### src/rtl/button_event.sv
// rtl/button_event.sv - button press/release, short/long press and auto-repeat event generator
//
// Turns a debounced, clock-synchronous button level into single-cycle event pulses.
//
// Parameters
//   longCount   : PRESSED-state hold cycles before a long press is declared (1..2^26-1)
//   repeatCount : REPEAT-state cycles between auto-repeat pulses (1..2^26-1)
//
// Ports
//   clock        : single clock, rising edge
//   reset        : synchronous, active-high reset
//   dataIn       : debounced button level, 1 = pressed
//   press        : one-cycle pulse at the start of a press
//   releasePulse : one-cycle pulse at the end of a press ("release" is a reserved word)
//   shortPress   : one-cycle pulse for a press released before the long threshold
//   longPress    : one-cycle pulse when the long threshold is reached
//   repeatPulse  : one-cycle auto-repeat pulse ("repeat" is a reserved word)
//   held         : level, 1 whenever the state is not IDLE
//   pressCount   : running count of press pulses, wraps 255 -> 0
//
// All outputs are registered.

module button_event #(
    parameter logic [25:0] longCount   = 26'd50000000,
    parameter logic [25:0] repeatCount = 26'd10000000
) (
    input  logic       clock,
    input  logic       reset,
    input  logic       dataIn,
    output logic       press,
    output logic       releasePulse,
    output logic       shortPress,
    output logic       longPress,
    output logic       repeatPulse,
    output logic       held,
    output logic [7:0] pressCount
);

    typedef enum logic [1:0] {
        IDLE    = 2'd0,
        PRESSED = 2'd1,
        REPEAT  = 2'd2
    } state_t;

    state_t      state;
    state_t      state_nxt;
    logic [25:0] delay;
    logic [25:0] delay_nxt;
    logic        press_nxt;
    logic        release_nxt;
    logic        short_nxt;
    logic        long_nxt;
    logic        repeat_nxt;
    logic [7:0]  count_nxt;

    always_ff @(posedge clock) begin
        if (reset) begin
            state        <= IDLE;
            delay        <= 26'd0;
            press        <= 1'b0;
            releasePulse <= 1'b0;
            shortPress   <= 1'b0;
            longPress    <= 1'b0;
            repeatPulse  <= 1'b0;
            held         <= 1'b0;
            pressCount   <= 8'd0;
        end else begin
            state        <= state_nxt;
            delay        <= delay_nxt;
            press        <= press_nxt;
            releasePulse <= release_nxt;
            shortPress   <= short_nxt;
            longPress    <= long_nxt;
            repeatPulse  <= repeat_nxt;
            held         <= (state_nxt != IDLE);
            pressCount   <= count_nxt;
        end
    end

    always_comb begin
        state_nxt   = state;
        delay_nxt   = delay;
        press_nxt   = 1'b0;
        release_nxt = 1'b0;
        short_nxt   = 1'b0;
        long_nxt    = 1'b0;
        repeat_nxt  = 1'b0;
        count_nxt   = pressCount;

        case (state)
            IDLE: begin
                if (dataIn) begin
                    state_nxt = PRESSED;
                    delay_nxt = longCount;
                    press_nxt = 1'b1;
                    count_nxt = pressCount + 8'd1;
                end else begin
                    delay_nxt = 26'd0;
                end
            end

            PRESSED: begin
                // Checking the level first lets a release in the expiry cycle win.
                if (!dataIn) begin
                    state_nxt   = IDLE;
                    delay_nxt   = 26'd0;
                    release_nxt = 1'b1;
                    short_nxt   = 1'b1;
                end else if (delay == 26'd0) begin
                    state_nxt  = REPEAT;
                    delay_nxt  = repeatCount;
                    long_nxt   = 1'b1;
                    repeat_nxt = 1'b1;
                end else begin
                    delay_nxt = delay - 26'd1;
                end
            end

            REPEAT: begin
                if (!dataIn) begin
                    state_nxt   = IDLE;
                    delay_nxt   = 26'd0;
                    release_nxt = 1'b1;
                end else if (delay == 26'd0) begin
                    delay_nxt  = repeatCount;
                    repeat_nxt = 1'b1;
                end else begin
                    delay_nxt = delay - 26'd1;
                end
            end

            default: begin
                // Unused encoding: recover silently.
                state_nxt = IDLE;
                delay_nxt = 26'd0;
            end
        endcase
    end

endmodule

### config.mk
export PLATFORM = sky130hd
export DESIGN_NAME = button_event
export DESIGN_NICKNAME = d
export VERILOG_FILES = /design/src/rtl/button_event.sv
export SDC_FILE = /design/constraint.sdc
export NUM_CORES = 1
export LEC_CHECK = 0
export CAP_MARGIN = 30
export CORE_MARGIN = 8
export CORE_UTILIZATION = 60
export CTS_CLUSTER_DIAMETER = 50
export DETAILED_ROUTE_END_ITERATION = 8
export GPL_TIMING_DRIVEN = 0
export PLACE_DENSITY = 0.83
export SLEW_MARGIN = 20
export SYNTH_ARGS = -nofsm -noshare
export SYNTH_HDL_FRONTEND = slang
export SYNTH_SLANG_ARGS = --single-unit
### constraint.sdc
create_clock -name clock -period 3.2 [get_ports clock]
set_clock_uncertainty 0.1 [all_clocks]
set_input_delay 0.64 -clock clock [delete_from_list [all_inputs] [get_ports clock]]
set_output_delay 0.64 -clock clock [all_outputs]
set_load 0.01 [all_outputs]
Yosys cells after proc, flatten, opt, wreduce, memory -nomap -nowiden
Cells that the tools add are included.
W data, S select, Z words.
{"block": "word_totals", "regBits": 42, "out_inout_bits": 14}
{"block": "op_classes", "addsub": 2, "n_eq_ne": 2, "n_mux": 13, "bitwise_logic": 3, "n_reduce_logical": 8}
{"cell": "$mux W26", "n": 3}
{"cell": "$pmux W26 S2", "n": 1}
{"cell": "$logic_not A26 Y1", "n": 1}
{"cell": "$sub A26 B1 Y26 const B", "n": 1}
{"cell": "$add A8 B1 Y8 const B", "n": 1}
{"cell": "$mux W2", "n": 4}
{"cell": "$reduce_or A2 Y1", "n": 4}
{"cell": "$pmux W2 S3", "n": 1}
{"cell": "$mux W1", "n": 4}
{"cell": "$not A1 Y1", "n": 3}
{"cell": "$eq A2 B1 Y1 const B", "n": 1}
{"cell": "$eq A2 B2 Y1 const B", "n": 1}
{"cell": "$logic_not A2 Y1", "n": 1}
{"cell": "$reduce_and A2 Y1", "n": 1}
{"cell": "$reduce_bool A2 Y1", "n": 1}

Logic depth before layout (Yosys ltp)
Gate-level depths: netlist (run 1).
{"block": "logic_depth", "word_depth": 5, "ltp_mapped": 7}

Worst setup path before layout (run 1)
Ideal clock, no wire load.
{"block": "synth_timing", "kind": "input to register", "from": "input port dataIn", "to": "register pressCount[5]", "arrival_ns": 1.705, "required_time_ns": 3.029, "setup_slack_ns": 1.325, "cell_stages": 5, "path_buffers": 1, "path_cell_list": "buf_2 and2_0 nand4_1 or3_1 a21oi_1"}
{"block": "synth_between", "elab_chain_len": 1}
{"element": "from (decl)", "line_no": "29", "source": "input logic dataIn,"}
{"element": "$reduce_and A2 Y1 (no line)"}
{"element": "to (signal assigned)", "line_no": "76", "source": "pressCount <= count_nxt;"}
{"element": "to (decl)", "line_no": "36", "source": "output logic [7:0] pressCount"}
Every way passes these cells.
A chain may end at the register's enable or synchronous reset.

Final worst setup path (run 1)
{"block": "layout_timing", "from": "register pressCount[3]", "to": "output port pressCount[3]"}
No word-level cell between the ends.

==> impl_metrics.ini, run 1 <==
[status]
status = finished, final reports clean

[job]
drv_cap = 0

[grt]
grt-ovfl-total = 0
busiest_layer = met2
grt_pass1_vias = 1467
grt_util_met2 = 0.258
grt_pass1_wl_mm = 6.58
met1_usage = 0.186
use_met3 = 0.0523
grt_max_degree = 14
antenna_found_initial = 0
grtUsageTotal = 0.156

[critical_path]
critical_path.cell_chain = clkdlybuf4s50_1
cp_top_family = buffers and inverters
arrival_ps = 1380
critical_path_buf_inv_count = 1
path_max_fanout = 6
slowest_stage = clkdlybuf4s50_1
end_kind = primary output
cp.required_ps = 2460
critPathLaunchType = flip-flop
path_class = flip-flop to primary output
slowest_delay_ps = 580

[yosys]
ys_types = 36
ys_ff_latch = 42
yosys-top-cells-area = dfxtp_1, xnor2_1, nor2_1, ha_1, nor3_1
synth_top_area_cell = dfxtp_1
syn_inst = 213
yosysSeqAreaShare = 0.444
synth_enable_flop_cells = 0
yosysTopAreaCellShare = 0.444
synth_ff_type = dfxtp_1
async_reset_ff_frac = 0
syn_nets = 222
synth_warnings = 0
avgSynthCellArea_um2 = 8.88
syn-cell-area_mm2 = 0.00189

[cells_and_area]
drive_gt1_frac = 0.0894
area_delta_synth_final_pct = 16.2
postLayoutCellArea_mm2 = 0.00220
instances_no_fill = 279
n_antenna_cell = 0
fin_util = 0.726
layout.nets = 243

[floorplanning]
start_util = 0.625
die_y_um = 72.2
die_x_um = 72.2
design.core.area_mm2 = 0.00303
num_rows = 20
pin_count = 17
die_area_mm2 = 0.00521

[drt]
route.detailed.wl_per_inst_um = 13.2
drc = 0
dr_total_vias = 1517
wirelength_mm = 3.68
viasPerCell = 5.44
drt-initial-drc-count = 94
final_antenna_net_count = 0
first_pass_iters = 4

[clock_network]
cts_hold_buf = 0
clock_sinks = 42
clock_path_buffers = 2
clk_pin_slew_ps = 120
tritoncts = done
root_buffer = clkbuf_4
cts-resized-gates = 0
post_cts_buffers = 0
clk_latency_ps = 360
cts_made_buffers = 5
htree_levels = 2

[timing]
hold_violations = 0
fin_crit_sh = 0.663
setup-tns-final_ps = 0
worstMarginPinSlew_ps = 500
fin_crit_ps = 2120
fmax_mhz = 471
setup-violations-final = 0
drv_slew = 0
rsz0062_at_grt = false
slew_headroom = 0.664

[power_and_ir_drop]
power_uw = 1360
peakVddDrop_uv = 567
p_leak_uw = 0.000855
powerDensity_mw_per_mm2 = 620

[place]
dp.cells = 271
place_area_mm2 = 0.00209
port_buffers = 14
dp_hpwl_mm = 2.67
gp_congestion = 0.834

[worst_hold_path]
hp-class = flip-flop to flip-flop
## cell usage in the layout (no fill, tap or decap), drive strengths merged, types with 2 or more instances in the layout
cell type | netlist | final
buf | 4 | 4
nand3 | 5 | 5
nor3b | 2 | 2
and3 | 4 | 4
clkbuf | 3 | 9
xnor2 | 16 | 16
inv | 4 | 4
clkdlybuf4s50 | 0 | 14
nor4 | 11 | 11
or3 | 6 | 6
nand4 | 4 | 4
or2 | 2 | 2
a21oi | 7 | 7
bufinv | 0 | 2
a211oi | 2 | 2
o21ai | 14 | 14
nand2 | 16 | 16
nor2 | 32 | 32
xor2 | 7 | 7
a31oi | 3 | 3
dfxtp | 42 | 42
nor3 | 15 | 15
ha | 6 | 6
## metal layers
| layer | routed length [um] | share of wire |
|---|---|---|
| met1 | 1730 | 0.47 |
| met2 | 1760 | 0.48 |
| met3 | 153 | 0.042 |
| met4 | 34 | 0.0092 |
| met5 | 0 | 0 |
## report_power, final
| part | internal, uW | switching, uW | total [uW] |
|---|---|---|---|
| clock network | 265 | 179 | 443 |
| logic | 143 | 183 | 326 |
| registers | 558 | 34.7 | 593 |
| total | 966 | 396 | 1360 |
## state kept, by name, summed over array words and instances (netlist names)
signal,count
pressCount,8
shortPress,1
repeatPulse,1
longPress,1
held,1
delay,26
releasePulse,1
press,1
state,2
## Yosys cell counts, types with 4 or more instances
master,n
and3_1,4
xor2_1,7
a21oi_1,7
dfxtp_1,42
nor3_1,14
o21ai_0,14
xnor2_1,16
nor2_1,32
nor4_1,8
nand4_1,4
or3_1,6
inv_1,4
nand2_1,15
ha_1,6
## per-stage QoR
stage / hold slack, ps / setup slack (ps)
after global routing: 402 / 997
final: 384 / 1080
after floorplan: 325 / 1320
after detailed placement: 362 / 1150
after CTS: 388 / 1060
after global placement: 339 / 1170
## final cells by class
class                      count  area, um2
sequential                    42        841
buffer                         7       37.5
fill                         241        830
tap                           44       55.1
multi-input combinational    160        998
inverter                       4       15.0
timing repair buffer          14        140
clock buffer                   6       51.3
clock inverter                 2       60.1
## final timing paths
path         slack [ps]                        from  cells after the start                   end
min reg2reg         380         delay[0]$_SDFF_PP0_                      1   delay[0]$_SDFF_PP0_
max                1080  pressCount[3]$_SDFFE_PP0P_                      1         pressCount[3]
max reg2reg        1150        delay[16]$_SDFF_PP0_                      6  delay[18]$_SDFF_PP0_
min                 380         delay[0]$_SDFF_PP0_                      1   delay[0]$_SDFF_PP0_
## kinds of logic (layout without fill, tap and decap cells)
logic type / after synthesis / in the layout / synth area share
compound gates: 28 / 28 / 0.0820
simple gates: 102 / 102 / 0.294
fa+ha+maj: 6 / 6 / 0.0397
buf+inv: 11 / 33 / 0.0278
xor+xnor: 23 / 23 / 0.106
flops: 42 / 42 / 0.444
mux: 1 / 1 / 0.00529
Note: power is estimated with default switching activity, not from simulation.
==> inputs of run 2 (changes only) <==
--- a/config.mk
+++ b/config.mk
@@ -7,11 +7,11 @@
 export LEC_CHECK = 0
 export CAP_MARGIN = 30
 export CORE_MARGIN = 8
-export CORE_UTILIZATION = 60
+export CORE_UTILIZATION = 51
 export CTS_CLUSTER_DIAMETER = 50
 export DETAILED_ROUTE_END_ITERATION = 8
 export GPL_TIMING_DRIVEN = 0
-export PLACE_DENSITY = 0.83
+export PLACE_DENSITY = 0.75
 export SLEW_MARGIN = 20
 export SYNTH_ARGS = -nofsm -noshare
 export SYNTH_HDL_FRONTEND = slang
==> constraint.sdc (replaced) <==
create_clock -name clock -period 1.7 [get_ports clock]
set_clock_uncertainty 0.1 [all_clocks]
set_input_delay 0.34 -clock clock [delete_from_list [all_inputs] [get_ports clock]]
set_output_delay 0.34 -clock clock [all_outputs]
set_load 0.01 [all_outputs]
==> impl_metrics.ini, run 2 (same netlist as run 1, synthesis figures left out) <==
[grt]
grtUsageTotal = 0.150
grt_pass1_vias = 1517
grt_max_degree = 14
grt_pass1_wl_mm = 7.31
grt-ovfl-total = 0
antenna_found_initial = 0

[floorplanning]
pin_count = 17
die_x_um = 76.9
num_rows = 22
die_y_um = 76.9
design.core.area_mm2 = 0.00361
die_area_mm2 = 0.00591
start_util = 0.525

[drt]
dr_total_vias = 1697
first_pass_iters = 4
drt-initial-drc-count = 119
drc = 0
final_antenna_net_count = 0
wirelength_mm = 4.95
route.detailed.wl_per_inst_um = 16.4
viasPerCell = 5.62

[cells_and_area]
layout.nets = 262
layout_common_cells = dfxtp_1, nor2_1, xnor2_1
drive_gt1_frac = 0.339
top_register = delay
ff_latch_area_um2 = 858
layout_commonest_cell = dfxtp_1
fillers = 246
multiInputGateArea_mm2 = 0.00124
area_delta_synth_final_pct = 38.4
largest_registers = delay: 26 flops, pressCount: 8 flops, state: 2 flops
fin_util = 0.726
largest_reg_flops = 26
postLayoutCellArea_mm2 = 0.00262
n_antenna_cell = 0

[critical_path]
slowest_delay_ps = 570
path_max_fanout = 8
critical_path_buf_inv_count = 1
cp-startpoint = delay[16]$_SDFF_PP0_
cp_top_family = simple AND/OR/NAND/NOR gates
rr_worst_depth = 6
r2r_end = delay[11]$_SDFF_PP0_
endpoint = delay[11]$_SDFF_PP0_
critical_path.cell_chain = nor4_4 > nand3_2 > or4_4 > nand2_8 > buf_8 > nor2_1
arrival_ps = 2060
r2r_start = delay[16]$_SDFF_PP0_
path_depth = 6
rrSetupSlack_ps = -270
slowest_stage = or4_4
cp.required_ps = 1790
critPathLaunchType = flip-flop
end_kind = flip-flop
path_class = flip-flop to flip-flop

[clock_network]
clock_path_buffers = 2
cts_hold_buf = 0
clock_sinks = 42
tritoncts = done
clk_latency_ps = 300
clk_pin_slew_ps = 80
root_buffer = clkbuf_8
cts_made_buffers = 5
htree_levels = 2

[job]
drv_cap = 0

[timing]
rsz0062_at_grt = true
setup-violations-final = 28
setup-tns-final_ps = -5230
fmax_mhz = 509
fin_crit_sh = 1.16
slew_headroom = 0.657
worstMarginPinSlew_ps = 510
setup_slack_ps = -266
fin_hold_ws_ps = 232
fin_crit_ps = 1970
hold_violations = 0
drv_slew = 0

[worst_hold_path]
hp-class = input port to flip-flop

[place]
place_area_mm2 = 0.00211
gp_congestion = 0.784
pre_cts_ws_ps = -226
dp_hpwl_mm = 2.62
port_buffers = 14

[power_and_ir_drop]
peakVddDrop_uv = 761
p_leak_uw = 0.00108
powerDensity_mw_per_mm2 = 1040

[status]
status = finished, violations left
violations = setup timing
-- run 2: how the worst min path moves through the flow --
| stage | startpoint | to | slack (ps) | depth (start not counted) |
|---|---|---|---|---|
| 6_report | dataIn | releasePulse$_SDFF_PP0_ | 230 | 2 |
| 5_1_grt | dataIn | shortPress$_SDFF_PP0_ | 260 | 2 |
| 4_1_cts | dataIn | releasePulse$_SDFF_PP0_ | 220 | 2 |
| 3_5_place_dp | delay[0]$_SDFF_PP0_ | delay[0]$_SDFF_PP0_ | 330 | 1 |
| 3_3_place_gp | delay[0]$_SDFF_PP0_ | delay[0]$_SDFF_PP0_ | 330 | 1 |
| 2_1_floorplan | delay[0]$_SDFF_PP0_ | delay[0]$_SDFF_PP0_ | 310 | 1 |
-- run 2: what timing repair did --
item / 4_1_cts / 5_1_grt
setup buffers: 11 / 7
endpoints found under the setup margin: 37 / 40
pin swaps: 14 / 20
gates cloned: 1 / 0
gates resized for setup: 21 / 60
-- run 2: routing by layer --
metal | vias up | wire length (um) | track usage
met5 | - | 0 | 0
met2 | 47 | 2410 | 0.226
met3 | 20 | 184 | 0.0455
met1 | 807 | 2140 | 0.188
li1 | 823 | - | -
met4 | 0 | 216 | 0.0731
-- run 2: stage by stage --
| stage | instances | total power, uW |
|---|---|---|
| after global routing | 302 | 2850 |
| after global placement | 275 | 1740 |
| after CTS | 295 | 2480 |
| after floorplan | 213 | 1620 |
| final | 302 | 2720 |
| after detailed placement | 275 | 1740 |
-- run 2: worst register-to-register path: cells and delay by family (launching register included) --
kind	cells	cell delay, ps
simple gates	5	1270
buf+inv	1	130
flops	1	360
-- run 2: power breakdown --
part | leakage (uW) | total (uW) | switching, uW | internal, uW
clock network | 0.0000452 | 635 | 345 | 290
logic | 0.000687 | 954 | 523 | 432
registers | 0.000348 | 1130 | 82.6 | 1050
total | 0.00108 | 2720 | 950 | 1770
-- run 2: area by class of cell --
cell class                      count  share of cell area
Tap cell                           48              0.0229
Clock buffer                        6              0.0277
Clock inverter                      2             0.00526
Buffer                              7              0.0186
Multi-Input combinational cell    160               0.475
Timing Repair Buffer               33               0.116
Sequential cell                    42               0.328
Inverter                            4             0.00669
==> inputs of run 3 (changes only) <==
--- a/config.mk
+++ b/config.mk
@@ -7,11 +7,11 @@
 export LEC_CHECK = 0
 export CAP_MARGIN = 30
 export CORE_MARGIN = 8
-export CORE_UTILIZATION = 51
+export CORE_UTILIZATION = 56
 export CTS_CLUSTER_DIAMETER = 50
 export DETAILED_ROUTE_END_ITERATION = 8
 export GPL_TIMING_DRIVEN = 0
-export PLACE_DENSITY = 0.75
+export PLACE_DENSITY = 0.78
 export SLEW_MARGIN = 20
 export SYNTH_ARGS = -nofsm -noshare
 export SYNTH_HDL_FRONTEND = slang
==> constraint.sdc (replaced) <==
create_clock -name clock -period 2.1 [get_ports clock]
set_clock_uncertainty 0.1 [all_clocks]
set_input_delay 0.525 -clock clock [delete_from_list [all_inputs] [get_ports clock]]
set_output_delay 0.525 -clock clock [all_outputs]
set_load 0.01 [all_outputs]
==> impl_metrics.ini, run 3 (same netlist as run 1, synthesis figures left out) <==
[status]
status = finished, final reports clean

[cells_and_area]
top_register = delay
drive_gt1_frac = 0.0975
layout_commonest_cell = dfxtp_1
n_antenna_cell = 0
largest_registers = delay: 26 flops, pressCount: 8 flops, state: 2 flops
largest_reg_flops = 26
fillers = 275
area_delta_synth_final_pct = 15.6
fin_util = 0.666
layout.nets = 244
layout_common_cells = dfxtp_1, nor2_1, xnor2_1
postLayoutCellArea_mm2 = 0.00219

[grt]
grt_pass1_wl_mm = 6.26
grtUsageTotal = 0.146
antenna_found_initial = 0
grt_pass1_vias = 1416
grt_max_degree = 13
grt-ovfl-total = 0

[place]
gp_congestion = 0.838
dp_hpwl_mm = 2.52
port_buffers = 14
place_area_mm2 = 0.00209

[drt]
drc = 0
drt-initial-drc-count = 82
viasPerCell = 5.49
route.detailed.wl_per_inst_um = 13.1
first_pass_iters = 4
final_antenna_net_count = 0
wirelength_mm = 3.69
dr_total_vias = 1549

[critical_path]
r2r_start = delay[4]$_SDFF_PP0_
critPathLaunchType = flip-flop
rrSetupSlack_ps = 70
endpoint = delay[6]$_SDFF_PP0_
arrival_ps = 2170
path_class = flip-flop to flip-flop
path_max_fanout = 10
slowest_stage = or4_4
slowest_delay_ps = 600
rr_worst_depth = 6
cp.required_ps = 2240
cp-startpoint = delay[4]$_SDFF_PP0_
r2r_end = delay[6]$_SDFF_PP0_
end_kind = flip-flop
critical_path.cell_chain = nor3_4 > nand3_2 > or4_4 > nand2_4 > buf_6 > a21oi_1

[job]
drv_cap = 0

[clock_network]
cts_made_buffers = 5
root_buffer = clkbuf_4
htree_levels = 2
tritoncts = done
clk_pin_slew_ps = 130
clock_path_buffers = 2
clock_sinks = 42
clk_latency_ps = 360
cts_hold_buf = 0

[timing]
hold_violations = 0
fin_crit_ps = 2030
rsz0062_at_grt = false
setup-violations-final = 0
slew_headroom = 0.723
setup-tns-final_ps = 0
fin_crit_sh = 0.966
fmax_mhz = 493
drv_slew = 0
worstMarginPinSlew_ps = 411

[power_and_ir_drop]
peakVddDrop_uv = 426
powerDensity_mw_per_mm2 = 843
p_leak_uw = 0.000845

[floorplanning]
num_rows = 21
die_area_mm2 = 0.00549
die_y_um = 74.1
die_x_um = 74.1
design.core.area_mm2 = 0.00328
pin_count = 17
start_util = 0.576

[worst_hold_path]
hp-class = input port to flip-flop
[run 3: routing by layer]
layer / share of wire / track usage
met1: 0.47 / 0.183
met2: 0.46 / 0.223
met3: 0.050 / 0.0418
met4: 0.021 / 0.0732
met5: 0 / 0
[run 3: worst min-delay path by stage]
stage	endpoint	slack [ps]	cells past startpoint	start
2_1_floorplan	delay[0]$_SDFF_PP0_	330	1	delay[0]$_SDFF_PP0_
3_3_place_gp	delay[0]$_SDFF_PP0_	340	1	delay[0]$_SDFF_PP0_
3_5_place_dp	delay[0]$_SDFF_PP0_	350	1	delay[0]$_SDFF_PP0_
4_1_cts	releasePulse$_SDFF_PP0_	330	2	dataIn
5_1_grt	releasePulse$_SDFF_PP0_	360	2	dataIn
6_report	shortPress$_SDFF_PP0_	340	2	dataIn
[run 3: metrics by stage]
stage / setup slack [ps] / cells / power, uW / hold WS (ps)
after floorplan: 307 / 213 / 1300 / 325
after global placement: 101 / 273 / 1400 / 340
after detailed placement: 84.4 / 273 / 1400 / 348
after CTS: 67.4 / 281 / 1830 / 328
after global routing: 10.8 / 282 / 1950 / 356
final: 71.9 / 282 / 1840 / 344
[run 3: layout make-up]
class	count	area, um2	area share
Inverter	4	15.0	0.00686
Tap cell	46	57.6	0.0263
Buffer	7	37.5	0.0172
Multi-Input combinational cell	160	1030	0.470
Timing Repair Buffer	15	148	0.0675
Clock inverter	1	5.00	0.00229
Clock buffer	7	55.1	0.0252
Sequential cell	42	841	0.384
[run 3: critical path, delay by kind of cell (launching register included)]
family                 cells  cell delay [ps]
flip-flops                 1              360
buffers and inverters      1              150
AO/OA/AOI/OAI              1               40
AND/OR/NAND/NOR            4             1240
[run 3: power by group]
| group | switching [uW] | total, uW | internal (uW) |
|---|---|---|---|
| logic | 282 | 512 | 229 |
| clock network | 264 | 427 | 163 |
| registers | 55.7 | 906 | 850 |
[run 3: timing repair]
item,in CTS,in global routing
gates resized for setup,0,6
hold endpoints to repair,0,0
setup endpoints to repair,0,13
buffers inserted,0,1
